File: src/rtl/sm83_bus_ctrl.sv
// SM83 external bus controller: runs the T1..T4 M-cycle sequence, drives the
// memory strobes and stretches T3 with wait states until ready or a timeout.
module sm83_bus_ctrl #(
   parameter int WAIT_LIMIT = 255
) (
   input  logic        clk,
   input  logic        rst,
   input  logic        cpu_req,
   input  logic        cpu_write,
   input  logic [15:0] cpu_addr,
   input  logic [7:0]  cpu_wdata,
   output logic [7:0]  cpu_rdata,
   output logic [1:0]  t_state,
   output logic        mc_done,
   output logic        bus_err,
   output logic [15:0] mem_addr,
   output logic [7:0]  mem_wdata,
   output logic        mem_rd,
   output logic        mem_wr,
   input  logic [7:0]  mem_rdata,
   input  logic        mem_ready
);

   typedef enum logic [1:0] {
      T1 = 2'd0,
      T2 = 2'd1,
      T3 = 2'd2,
      T4 = 2'd3
   } tstate_e;

   localparam logic [7:0] WAIT_MAX = 8'(WAIT_LIMIT);

   tstate_e     state_q, state_d;
   logic        req_q, req_d;
   logic        write_q, write_d;
   logic [15:0] addr_q, addr_d;
   logic [7:0]  wdata_q, wdata_d;
   logic [7:0]  wait_cnt_q, wait_cnt_d;
   logic        abort_q, abort_d;
   logic [7:0]  rdata_q, rdata_d;

   always_ff @(posedge clk or posedge rst) begin
      if (rst) begin
         state_q    <= T1;
         req_q      <= 1'b0;
         write_q    <= 1'b0;
         addr_q     <= 16'h0000;
         wdata_q    <= 8'h00;
         wait_cnt_q <= 8'h00;
         abort_q    <= 1'b0;
         rdata_q    <= 8'h00;
      end else begin
         state_q    <= state_d;
         req_q      <= req_d;
         write_q    <= write_d;
         addr_q     <= addr_d;
         wdata_q    <= wdata_d;
         wait_cnt_q <= wait_cnt_d;
         abort_q    <= abort_d;
         rdata_q    <= rdata_d;
      end
   end

   always_comb begin
      state_d    = state_q;
      req_d      = req_q;
      write_d    = write_q;
      addr_d     = addr_q;
      wdata_d    = wdata_q;
      wait_cnt_d = wait_cnt_q;
      abort_d    = abort_q;
      rdata_d    = rdata_q;
      unique case (state_q)
         T1: begin
            // The core's request is captured only here; it is ignored elsewhere.
            state_d    = T2;
            req_d      = cpu_req;
            write_d    = cpu_write;
            addr_d     = cpu_addr;
            wdata_d    = cpu_wdata;
            wait_cnt_d = 8'h00;
            abort_d    = 1'b0;
         end
         T2: begin
            state_d = T3;
         end
         T3: begin
            if (!req_q || mem_ready) begin
               state_d = T4;
               if (req_q && !write_q) begin
                  rdata_d = mem_rdata;
               end
            end else if (wait_cnt_q < WAIT_MAX) begin
               wait_cnt_d = wait_cnt_q + 8'd1;
            end else begin
               // Timeout: abandon the access; a read returns open-bus FF.
               state_d = T4;
               abort_d = 1'b1;
               if (!write_q) begin
                  rdata_d = 8'hFF;
               end
            end
         end
         T4: begin
            state_d    = T1;
            wait_cnt_d = 8'h00;
         end
         default: begin
            state_d = T1;
         end
      endcase
   end

   // Strobes and handshake decode purely from registered state, never mem_ready.
   assign t_state   = state_q;
   assign mc_done   = (state_q == T4);
   assign bus_err   = (state_q == T4) && abort_q;
   assign mem_rd    = req_q && !write_q && ((state_q == T2) || (state_q == T3));
   assign mem_wr    = req_q && write_q && (state_q == T3);
   assign mem_addr  = addr_q;
   assign mem_wdata = wdata_q;
   assign cpu_rdata = rdata_q;

endmodule

File: config.mk
export PLATFORM = sky130hd
export DESIGN_NAME = sm83_bus_ctrl
export DESIGN_NICKNAME = d
export VERILOG_FILES = /design/src/rtl/sm83_bus_ctrl.sv
export SDC_FILE = /design/constraint.sdc
export NUM_CORES = 1
export LEC_CHECK = 0
export ABC_AREA = 1
export CELL_PAD_IN_SITES_DETAIL_PLACEMENT = 1
export CELL_PAD_IN_SITES_GLOBAL_PLACEMENT = 1
export CORE_AREA = 10 10 97 99
export CTS_BUF_LIST = sky130_fd_sc_hd__clkbuf_16
export DETAILED_ROUTE_END_ITERATION = 8
export DIE_AREA = 0 0 107 109
export PLACE_DENSITY_LB_ADDON = 0.1
export SYNTH_ARGS = -nofsm -noshare
export SYNTH_HDL_FRONTEND = slang
export SYNTH_SLANG_ARGS = --single-unit
File: constraint.sdc
create_clock -name clk -period 1.4 [get_ports clk]
set_input_delay 0.28 -clock clk [delete_from_list [all_inputs] [get_ports clk]]
set_output_delay 0.28 -clock clk [all_outputs]
set_load 0.01 [all_outputs]
==> results of run 1 <==
## cells in the final DEF (no fill, tap or decap), types with 2 or more instances in the layout
cell,instances
buf_12,2
buf_2,2
buf_4,24
buf_6,9
clkbuf_16,5
clkdlybuf4s50_1,36
dfrtp_1,45
dlygate4sd2_1,32
ha_1,2
ha_4,4
inv_1,7
inv_2,8
nand2_1,100
nand2_2,18
nand2_8,3
nand3_1,11
nand3_2,3
nand3_4,3
nor2_1,8
nor2_4,3
nor3_2,2
o21ai_0,5
o21ai_1,3
o21ai_2,6
or2_2,8
## worst paths after layout
path / depth (start not counted) / slack, ns / end
max: 5 / -0.22 / mem_rd
min: 2 / 0.23 / wait_cnt_q[0]
max reg2reg: 7 / -0.08 / wait_cnt_q[7]
min reg2reg: 2 / 0.47 / mem_addr[8]
max in group asynchronous: 3 / 0.77 / cpu_rdata[1]
min in group clk: 2 / 0.47 / mem_addr[8]
## through the flow
stage	TNS (ns)	hold WS (ns)
2_1_floorplan	-0.0404	0.393
3_5_place_dp	-3.71	0.457
3_3_place_gp	-3.27	0.453
6_report	-1.50	0.233
5_1_grt	-2.90	0.261
4_1_cts	-0.820	0.242
## metal layers
metal / GRT usage / vias up / part of all wire
li1: - / 995 / -
met4: 0.0435 / 0 / 0.013
met5: 0 / - / 0
met3: 0.0513 / 9 / 0.080
met2: 0.195 / 55 / 0.49
met1: 0.127 / 975 / 0.41
## power breakdown
part / leakage [nW] / internal [mW] / total (mW) / switching (mW)
logic: 1.09 / 1.89 / 4.18 / 2.28
registers: 0.568 / 1.86 / 2.16 / 0.308
clock network: 0.0859 / 0.858 / 1.39 / 0.534
## what timing repair did
item,in CTS,in global routing
setup buffers,2,4
endpoints found under the hold margin,0,0
resized for setup,71,36
setup endpoints to repair,43,23
pin swaps,4,10
cloned,1,1
## kinds of logic (layout without fill, tap and decap cells)
logic type / Yosys count / after routing / synth area share
AND/OR/NAND/NOR: 160 / 162 / 0.334
buffers and inverters: 22 / 130 / 0.0479
adder cells (fa/ha/maj): 6 / 6 / 0.0355
AO/OA/AOI/OAI: 17 / 17 / 0.0503
flip-flops: 45 / 45 / 0.532
## state kept, by name (all words and copies together), names as in the netlist
name,count
req_q,1
cpu_rdata,8
t_state,2
abort_q,1
write_q,1
wait_cnt_q,8
mem_addr,16
mem_wdata,8
## cell type report
class                           instances  area (µm²)  share of cell area
Clock buffer                            5         125              0.0352
Timing Repair Buffer                  106         982               0.276
Multi-Input combinational cell        185        1080               0.304
Sequential cell                        45        1130               0.317
Inverter                               16        62.6              0.0176
Clock inverter                          3        50.0              0.0141
Tap cell                              102         128              0.0359
==> reports/metrics.cfg, run 1 <==
[grt]
grt_usage=0.116
antenna_found_initial=0
first_global_vias=2198
grt_remaining_overflow=0
grt_pass1_wl_mm=10.8
grt_start_max_net_pins=25

[layout]
drive_gt1_frac=0.297
area_growth_pct=68.0
num_antenna_cells=0
stdcell_count=462
nNetsFinal=402
fill_cells=910
final_area_um2=3550
fin_util=0.472

[logic_synthesis]
synth_edf_count=0
netlist_top_cells_count=nand2_1, dfrtp_1, inv_1, nand3_1, nor2_1
synth.most_common_cell=nand2_1
ys.warnings.count=0
synthDistinctLibCells=22
syn_area_per_cell_um2=8.46
synth_area_leader_cell=dfrtp_1
synthCells=250
synth_seq_cells=45
synth_area_leaders=dfrtp_1, nand2_1, ha_1
syn-cell-area_um2=2120
synthArstFlopShare=1.00
synth_seq_area_share=0.532
syn_nets=293
netlist.area_leader.share=0.532
synthFlopType=dfrtp_1

[routing]
vias=2034
antenna_left=0
via_per_inst=4.40
route.detailed.drc=0
routedWlPerCell_um=14.5
routed_wl_mm=6.69
drt_iter0_drc=52
dr.pass1.iters=4

[sta]
setup_violations=20
drv_slew=0
fin_crit_ns=1.62
fmax_mhz=616
rsz0062_at_grt=true
finalCritPeriodShare=1.16
fin_skew_ns=0.00518
finalHoldViolCount=0
fin_ws_ns=-0.223
tightestPinTransition_ns=0.239
maxSlewHeadroom=0.840

[floorplan]
start_util=0.281
die_area_um2=11700
coreArea_um2=7530
row_count=32
io_pins=75
die_h_um=109
die_w_um=107

[setup_path]
cp_cell_sequence=inv_2 > ha_4 > inv_2 > nor3_2 > buf_2
path_buf_inv=3
r2r_start=t_state[1]
cp_common_cell=inv_2
path_delay_family=flip-flops
required_ns=1.12
cp-start-kind=register
cp.arrival_ns=1.34
worstSetupEndpointType=primary output
timing.setup.critical_path_class=reg -> out
critPathMaxStageDelay_ns=0.42
critPathLaunch=t_state[1]
crit_path_top_delay_cell=dfrtp_1
cp_max_fo=3

[placement]
pre_cts_slack_ns=-0.360
dpl.cell_count=447
gp_congestion=0.710
io_buffers=74
place_hpwl_mm=4.85
placed_cell_area_um2=3190

[cts]
postCtsHoldBufs=0
numCtsBuffers=5
cts.sinks=45
insertion_delay_ns=0.29
cts.clk_slew.worst_paths_ns=0.07
root_buffer=clkbuf_16
htreeDepth=2
cts.path.max_buffers=2
cts_tree=built

[flow_run]
maxCapViolCount=0

[status]
status=finished with violations
violations=negative setup slack

[power_and_ir_drop]
finalPower_mw=7.73
powerDensity_nw_per_um2=2180
irDropWorstVdd_mv=0.751
p_leak_nw=1.75

[min_path]
min_path_type=in -> async

(Power assumes the default switching activity.)
==> run 2: changes to the inputs <==
--- a/config.mk
+++ b/config.mk
@@ -13,6 +13,8 @@
 export DETAILED_ROUTE_END_ITERATION = 8
 export DIE_AREA = 0 0 107 109
 export PLACE_DENSITY_LB_ADDON = 0.1
+export SKIP_LAST_GASP = 1
+export SLEW_MARGIN = 20
 export SYNTH_ARGS = -nofsm -noshare
 export SYNTH_HDL_FRONTEND = slang
 export SYNTH_SLANG_ARGS = --single-unit
==> reports/metrics.cfg, run 2 (same netlist as run 1, synthesis figures left out) <==
[sta]
fin_ws_ns=-0.217  ; +0.00527 ns
fin_crit_ns=1.62  ; -0.00527 ns
holdWs_ns=0.233  ; -0.000422 ns
tightestPinTransition_ns=0.240  ; +0.00110 ns
drv_slew=0  ; unchanged
fin_skew_ns=0.00578  ; +0.000598 ns
maxSlewHeadroom=0.839  ; about the same
finalCritPeriodShare=1.16  ; -0.00376
rsz0062_at_grt=true
fmax_mhz=618  ; +0.33%
setup_violations=20  ; unchanged
tns_ns=-1.53  ; -0.0353 ns
finalHoldViolCount=0  ; unchanged

[setup_path]
cp.arrival_ns=1.34  ; about the same
reg2reg_slack_ns=-0.08  ; about the same
worstSetupEndpointType=primary output
ff2ff_path_depth=7  ; unchanged
required_ns=1.12  ; about the same
timing.setup.critical_path_class=reg -> out
cp-start-kind=register
r2r-end=wait_cnt_q[7]
r2r_start=t_state[1]
cp_max_fo=3  ; unchanged

[cts]
cts_tree=built
insertion_delay_ns=0.29  ; about the same
numCtsBuffers=5  ; unchanged
cts.path.max_buffers=2  ; unchanged
postCtsHoldBufs=0  ; unchanged
cts.sinks=45  ; unchanged
htreeDepth=2  ; unchanged
cts.clk_slew.worst_paths_ns=0.07  ; about the same
root_buffer=clkbuf_16

[power_and_ir_drop]
p_leak_nw=1.74  ; -0.29%
powerDensity_nw_per_um2=2170  ; -0.41%
irDropWorstVdd_mv=0.750  ; about the same
finalPower_mw=7.58  ; -2.0%

[placement]
io_buffers=74  ; unchanged
place_hpwl_mm=4.85  ; unchanged
gp_congestion=0.710  ; unchanged
dpl.cell_count=447  ; unchanged

[floorplan]
row_count=32  ; unchanged
io_pins=75  ; unchanged
die_h_um=109  ; unchanged
start_util=0.281  ; unchanged
die_area_um2=11700  ; unchanged
die_w_um=107  ; unchanged
coreArea_um2=7530  ; unchanged

[grt]
grt_usage=0.116  ; +0.000124
first_global_vias=2200  ; +0.091%
grt_remaining_overflow=0  ; unchanged
grt_start_max_net_pins=25  ; unchanged
grt_pass1_wl_mm=10.8  ; +0.13%
antenna_found_initial=0  ; unchanged

[layout]
area_growth_pct=65.3
fin_util=0.465  ; -0.00765
stdcell_count=462  ; unchanged
nNetsFinal=402  ; unchanged
num_antenna_cells=0  ; unchanged
final_common_cell=nand2_1
largest_reg_flops=16  ; unchanged
drive_gt1_frac=0.258  ; -0.0389
mostFrequentLayoutCells=nand2_1, dfrtp_1, clkdlybuf4s50_1

[status]
violations=negative setup slack
status=finished with violations

[min_path]
min_path_type=in -> async

[routing]
via_per_inst=4.40  ; about the same
vias=2032  ; -0.098%
routedWlPerCell_um=14.3  ; -1.0%
drt_iter0_drc=55  ; +5.8%
route.detailed.drc=0  ; unchanged
dr.pass1.iters=3  ; -1
antenna_left=0  ; unchanged
routed_wl_mm=6.62  ; -1.0%

[flow_run]
maxCapViolCount=0  ; unchanged

run 2: cell types whose count changed in the layout (fill, tap and decap cells not counted):
cell,before,now
nand3_1,11,14
buf_4,24,26
ha_4,4,3
nand3_2,3,0
inv_2,8,7
ha_2,0,1
nand2_1,100,110
buf_6,9,7
inv_1,7,8
nand2_2,18,8
run 2: cell type report:
type / instances / area, µm²
fill: 918 / 4030
inverter: 16 / 62.6
clock inverter: 3 / 50.0
timing repair buffer: 106 / 975
clock buffer: 5 / 125
multi-input combinational: 185 / 1030
sequential: 45 / 1130
tap: 102 / 128
run 2: worst max-delay path, cell delays in order (launching register included):
cell	delay [ns]
dfrtp_1	0.41
inv_2	0.07
ha_4	0.27
inv_1	0.05
nor3_2	0.10
buf_2	0.15
run 2: through the flow:
stage | cell area [µm²] | setup slack [ns]
2_1_floorplan | 2130 | -0.0404
5_1_grt | 3500 | -0.282
4_1_cts | 3410 | -0.211
6_report | 3500 | -0.217
3_5_place_dp | 3190 | -0.360
3_3_place_gp | 3190 | -0.325
run 2: layer usage:
metal | global-route usage | up-vias | wire (µm)
li1 | - | 996 | -
met1 | 0.127 | 973 | 2770
met2 | 0.195 | 53 | 3220
met3 | 0.0513 | 10 | 529
met4 | 0.0435 | 0 | 104
met5 | 0 | - | 0
run 2: how the worst max path moves through the flow:
stage,depth (start not counted),from,slack [ns],endpoint
after CTS,5,t_state[1],-0.21,mem_rd
final,5,t_state[1],-0.22,mem_rd
after global routing,5,t_state[1],-0.28,mem_rd
after global placement,5,t_state[1],-0.32,mem_rd
after detailed placement,5,t_state[1],-0.36,mem_rd
after floorplan,4,t_state[0],-0.04,mem_rd
run 2: power by group:
| group | total, mW | internal [mW] | switching [mW] | leakage, nW |
|---|---|---|---|---|
| Clock | 1.39 | 0.858 | 0.535 | 0.0859 |
| Combinational | 4.04 | 1.82 | 2.22 | 1.09 |
| Sequential | 2.14 | 1.86 | 0.284 | 0.568 |
| Total | 7.58 | 4.53 | 3.04 | 1.74 |
run 2: what timing repair did:
item	in CTS	in global routing
buffers inserted	2	3
pin swaps	3	5
setup endpoints to repair	43	23
gates resized for setup	70	20
cloned	1	1
==> variant 1 (settings of run 2) <==
The parameter `WAIT_LIMIT` goes from 255 to 127.
--- a/src/rtl/sm83_bus_ctrl.sv
+++ b/src/rtl/sm83_bus_ctrl.sv
@@ -1,7 +1,7 @@
 // SM83 external bus controller: runs the T1..T4 M-cycle sequence, drives the
 // memory strobes and stretches T3 with wait states until ready or a timeout.
 module sm83_bus_ctrl #(
-   parameter int WAIT_LIMIT = 255
+   parameter int WAIT_LIMIT = 127
 ) (
    input  logic        clk,
    input  logic        rst,
Formal check against the unedited RTL: same outputs for any inputs over 10 cycles, from zero or initial values and one cycle with rst high; that may be too few to reach the edited logic, so the function may still have changed.
==> variant 1 against run 2 <==
  * The flow still finishes with violations (setup timing)
  * Wire length grew 1.2%
  * Die area is the same
  * Critical path depth shrank 1
  * Clock skew shrank 0.0029 ns
  * Combinational power shrank 5.7%
  * Power shrank 6.0%
  * Area after synthesis grew 1.3%
  * First-iteration DRC count shrank 36%
  * Final area shrank 1.1%
  * Final cell count shrank 1.1%
  * Worst setup slack gained 0.040 ns
  * Sequential cell count is the same
  * Largest power group unchanged
==> variant 1: results (changes against run 2) <==
run status finished, violations left (unchanged); failing checks setup timing (unchanged); Worst-Margin Slew 0.264 ns (was 0.240 ns); largest net degree at the start of global routing 46 (was 25); Total GRT Usage 11.8% (was 11.6%); clock group total power 1180 uW (was 1390 uW); Syn. warnings 0 (unchanged); vias in the first global route 2152 (was 2200); share of layout cells above drive strength 1 25.6% (was 25.8%); Final HPWL DP 4.62 mm (was 4.85 mm); setup TNS -2.26 ns (was -1.53 ns); Placed Cells 444 (was 447); Final nets 397 (was 402); first-pass GRT wire length 11.1 mm (was 10.8 mm); area post-placement 3180 sq um (was 3190 sq um); Yosys cell types 24 (was 22); Seq/Total Area, Yosys 52.5% (was 53.2%); Post-CTS Resized 73 (was 70); Fillers 932 (was 918); routed via count 1999 (was 2032); Setup WS pre-CTS -0.318 ns (was -0.360 ns); Psw 2920 uW (was 3040 uW); Post CTS Setup Buffer Count 1 (was 2); Routed met1 length 2.81 mm (was 2.77 mm); WL final 6.71 mm (was 6.62 mm); gp weighted congestion 0.754 (was 0.710); post-synth net total 296 (was 293); Synth Instances 253 (was 250); clock skew 0.00283 ns (was 0.00578 ns); routed wl met3 684 um (was 529 um); Post-synth top cells nand2_1, dfrtp_1, inv_1 (was nand2_1, dfrtp_1, inv_1, nand3_1, nor2_1); met2 wire len 3.14 mm (was 3.22 mm); 1st-pass router iterations 4 (was 3); fin cells 457 (was 462); Setup WS post-layout -0.178 ns (was -0.217 ns); maximum vdd drop 699 uV (was 750 uV); Leakage Power 0.00176 uW (was 0.00174 uW); Setup-failing EPs final 20 (unchanged); comb pwr 3810 uW (was 4040 uW); drt initial violations 35 (was 55)
-- variant 1: cell types whose count changed in the layout (fill, tap and decap cells not counted), moves of 3 or more --
| cell | run 2 | this run |
|---|---|---|
| buf_4 | 26 | 20 |
| buf_6 | 7 | 4 |
| inv_1 | 8 | 13 |
| inv_2 | 7 | 3 |
| nand2_1 | 110 | 103 |
| nand2_2 | 8 | 14 |
| nand2_4 | 1 | 6 |
-- variant 1: logic make-up after synthesis --
group                      after synthesis  synth area share, %
adders and majority gates                6                 3.50
buffers and inverters                   24                 4.96
AOI/OAI and AO/OA                       13                 3.56
DFF                                     45                 52.5
and+or+nand+nor                        164                 35.0
xor gates and xnor gates                 1                0.409
-- variant 1: path summary, 6_finish.rpt --
check / end / slack, ns / depth (start not counted) / startpoint
setup reg to reg: wait_cnt_q[1] / -0.14 / 9 / t_state[1]
setup / recovery: mem_rd / -0.18 / 4 / t_state[1]
min in group clk: mem_addr[6] / 0.47 / 2 / mem_addr[6]
hold reg to reg: mem_addr[6] / 0.47 / 2 / mem_addr[6]
max in group asynchronous: cpu_rdata[4] / 0.83 / 3 / rst
hold / removal: wait_cnt_q[2] / 0.34 / 3 / rst
-- variant 1: layout make-up --
class,count,area (sq um),share of cell area [%]
inverters,16,62.6,1.81
clock inverters,3,18.8,0.542
flip-flops and latches,45,1130,32.5
clock buffers,5,125,3.62
multi-input cells,187,1090,31.5
well taps,102,128,3.69
repair buffers,99,911,26.3
-- variant 1: layer usage --
metal | global-route usage, % | vias up
li1 | - | 988
met1 | 14.1 | 955
met2 | 18.0 | 51
met5 | 0 | -
met3 | 6.49 | 5
met4 | 3.48 | 0
-- variant 1: critical path: cells and delay by family (launching register included) --
kind	cells	cell delay [ns]
adders and majority gates	1	0.27
DFF	1	0.40
and+or+nand+nor	1	0.18
buffers and inverters	2	0.16
==> variant 2 (config.mk and constraints of run 2) <==
Made on the original files. Put a register stage on the output `bus_err`, without a reset. The value now appears one clock later. The other outputs are not delayed to match.
--- a/src/rtl/sm83_bus_ctrl.sv
+++ b/src/rtl/sm83_bus_ctrl.sv
@@ -114,7 +114,9 @@
    // Strobes and handshake decode purely from registered state, never mem_ready.
    assign t_state   = state_q;
    assign mc_done   = (state_q == T4);
-   assign bus_err   = (state_q == T4) && abort_q;
+   always_ff @(posedge clk) begin
+      bus_err <= (state_q == T4) && abort_q;
+   end
    assign mem_rd    = req_q && !write_q && ((state_q == T2) || (state_q == T3));
    assign mem_wr    = req_q && write_q && (state_q == T3);
    assign mem_addr  = addr_q;
Formal check against the unedited RTL: same outputs for any inputs over 10 cycles, from zero or initial values and one cycle with rst high; that may be too few to reach the edited logic, so the function may still have changed.
==> variant 2 against run 2 <==
  * The flow still finishes with violations (setup timing)
  * Sequential share of layout area is 0.46 points higher
  * Clock skew is 0.0019 ns higher
  * Sequential cell count is 1 higher
  * Critical path depth stayed put
  * Area after synthesis is 0.95% higher
  * Via count is 2.3% lower
  * Wire length is 0.92% higher
  * Maximum frequency is 0.33% lower
  * Final area is 0.36% higher
  * Power is 0.62% lower
  * Count of clock-buffer cells in the layout stayed put
  * Die area stayed put
  * Worst setup slack worse by 0.0054 ns
==> variant 2: results (changes against run 2) <==
origin of the critical flop-to-flop path t_state[1] (unchanged); Post-synth top cells nand2_1, dfrtp_1, inv_1, nand3_1, nor2_1 (unchanged); synth top area cells dfrtp_1, nand2_1, ha_1 (unchanged); clock latency at the later pin of the worst-skew pair 0.29 ns (about the same); H-Tree Level Count 2 (unchanged); Worst-path clk slew 0.07 ns (about the same); share of layout cells above drive strength 1 25.3% (was 25.8%); largest net degree at the start of global routing 42 (was 25); first-pass GRT wire length 10.8 mm (about the same); vias in the first global route 2082 (was 2200); Post-synth ARST share 97.8% (was 100%); Fillers 932 (was 918); routing usage on met2 19.1% (was 19.5%); Total GRT Usage 11.6% (about the same); Final HPWL DP 4.76 mm (was 4.85 mm); 1st-pass router iterations 4 (was 3); drt initial violations 35 (was 55); Syn. warnings 0 (unchanged); M1 GR Usage 12.9% (was 12.7%); Setup WS post-layout -0.223 ns (was -0.217 ns); CTS Buffer Depth 2 (unchanged); Remaining Overflow, GRT 0 (unchanged); top_reg_cell synth dfrtp_1 (unchanged); run status finished, violations left (unchanged); crit path max-delay cell type dfrtp_1 (unchanged); gp weighted congestion 0.727 (was 0.710); CTS Hold Bufs 0 (unchanged); Yosys cell types 23 (was 22); failing checks setup timing (unchanged); wire length per cell 14.5 um (was 14.3 um); Worst-Margin Slew 0.236 ns (was 0.240 ns); M3 GR Usage 6.08% (was 5.13%); post-synth net total 294 (was 293); Hold Crit Class input pin to async pin (unchanged); clock skew 0.00772 ns (was 0.00578 ns); CTS Buf Count 5 (unchanged); number of buffers added on ports 74 (unchanged); maximum vdd drop 758 uV (was 750 uV); Final nets 401 (was 402); Arr. time, crit path 1.34 ns (about the same); initial antenna violation count 0 (unchanged); routed via count 1986 (was 2032); DRT antenna net count 0 (unchanged); Leakage Power 0.00174 uW (about the same); Crit Path Max Fanout 3 (unchanged); Setup-failing EPs final 19 (was 20); Seq/Total Area, Yosys 53.7% (was 53.2%)
-- variant 2: power breakdown --
part	total, uW	leakage (uW)	switching [uW]	internal (uW)
logic	4010	0.00108	2210	1800
registers	2160	0.000576	280	1880
clock network	1360	0.0000812	522	837
-- variant 2: cell type report --
cell class | instances | area (sq um) | share of cell area (%)
clock buffer | 5 | 125 | 3.57
clock inverter | 3 | 41.3 | 1.18
inverter | 16 | 60.1 | 1.71
multi-input combinational | 185 | 1050 | 29.9
sequential | 46 | 1150 | 32.7
tap | 102 | 128 | 3.64
timing repair buffer | 104 | 960 | 27.3
-- variant 2: kinds of logic after synthesis --
kind of cell               share of synthesized area (%)
AOI/OAI and AO/OA                                   4.98
adders and majority gates                           3.51
buffers and inverters                               4.75
DFF                                                 53.7
and+or+nand+nor                                     33.1
-- variant 2: through the flow --
stage	worst slack [ns]	cell area (sq um)	utilization [%]	setup TNS [ns]	std cells
finish	-0.223	3510	46.6	-2.71	461
global route	-0.306	3510	46.6	-4.13	461
CTS	-0.216	3370	44.8	-0.654	457
detailed placement	-0.360	3180	42.2	-3.05	444
global placement	-0.296	3180	42.2	-2.74	444
floorplan	-0.0404	2150	-	-0.0404	251
-- variant 2: worst paths after layout --
path                            endpoint  slack [ns]  depth (start not counted)
max                               mem_rd       -0.22                          5
min                          mem_addr[0]        0.19                          2
max reg2reg                wait_cnt_q[4]       -0.17                          8
min reg2reg                      bus_err        0.46                          2
max in group asynchronous        abort_q        0.76                          3
min in group clk                 bus_err        0.46                          2
-- variant 2: metal layers --
metal | part of all wire, % | wire [um] | vias to the layer above
li1 | - | - | 999
met1 | 40 | 2680 | 933
met2 | 50 | 3370 | 52
met3 | 8.9 | 596 | 2
met4 | 0.52 | 35 | 0
met5 | 0 | 0 | -
-- variant 2: repair_timing --
item / in CTS / in global routing
setup endpoints to repair: 47 / 22
cloned: 2 / 0
setup buffers: 3 / 5
gates resized for setup: 59 / 25
pin swaps: 6 / 6
-- variant 2: critical path, delay by kind of cell (launching register included) --
kind,cells,cell delay [ns]
simple gates,1,0.10
buf+inv,3,0.28
flops,1,0.40
fa+ha+maj,1,0.27
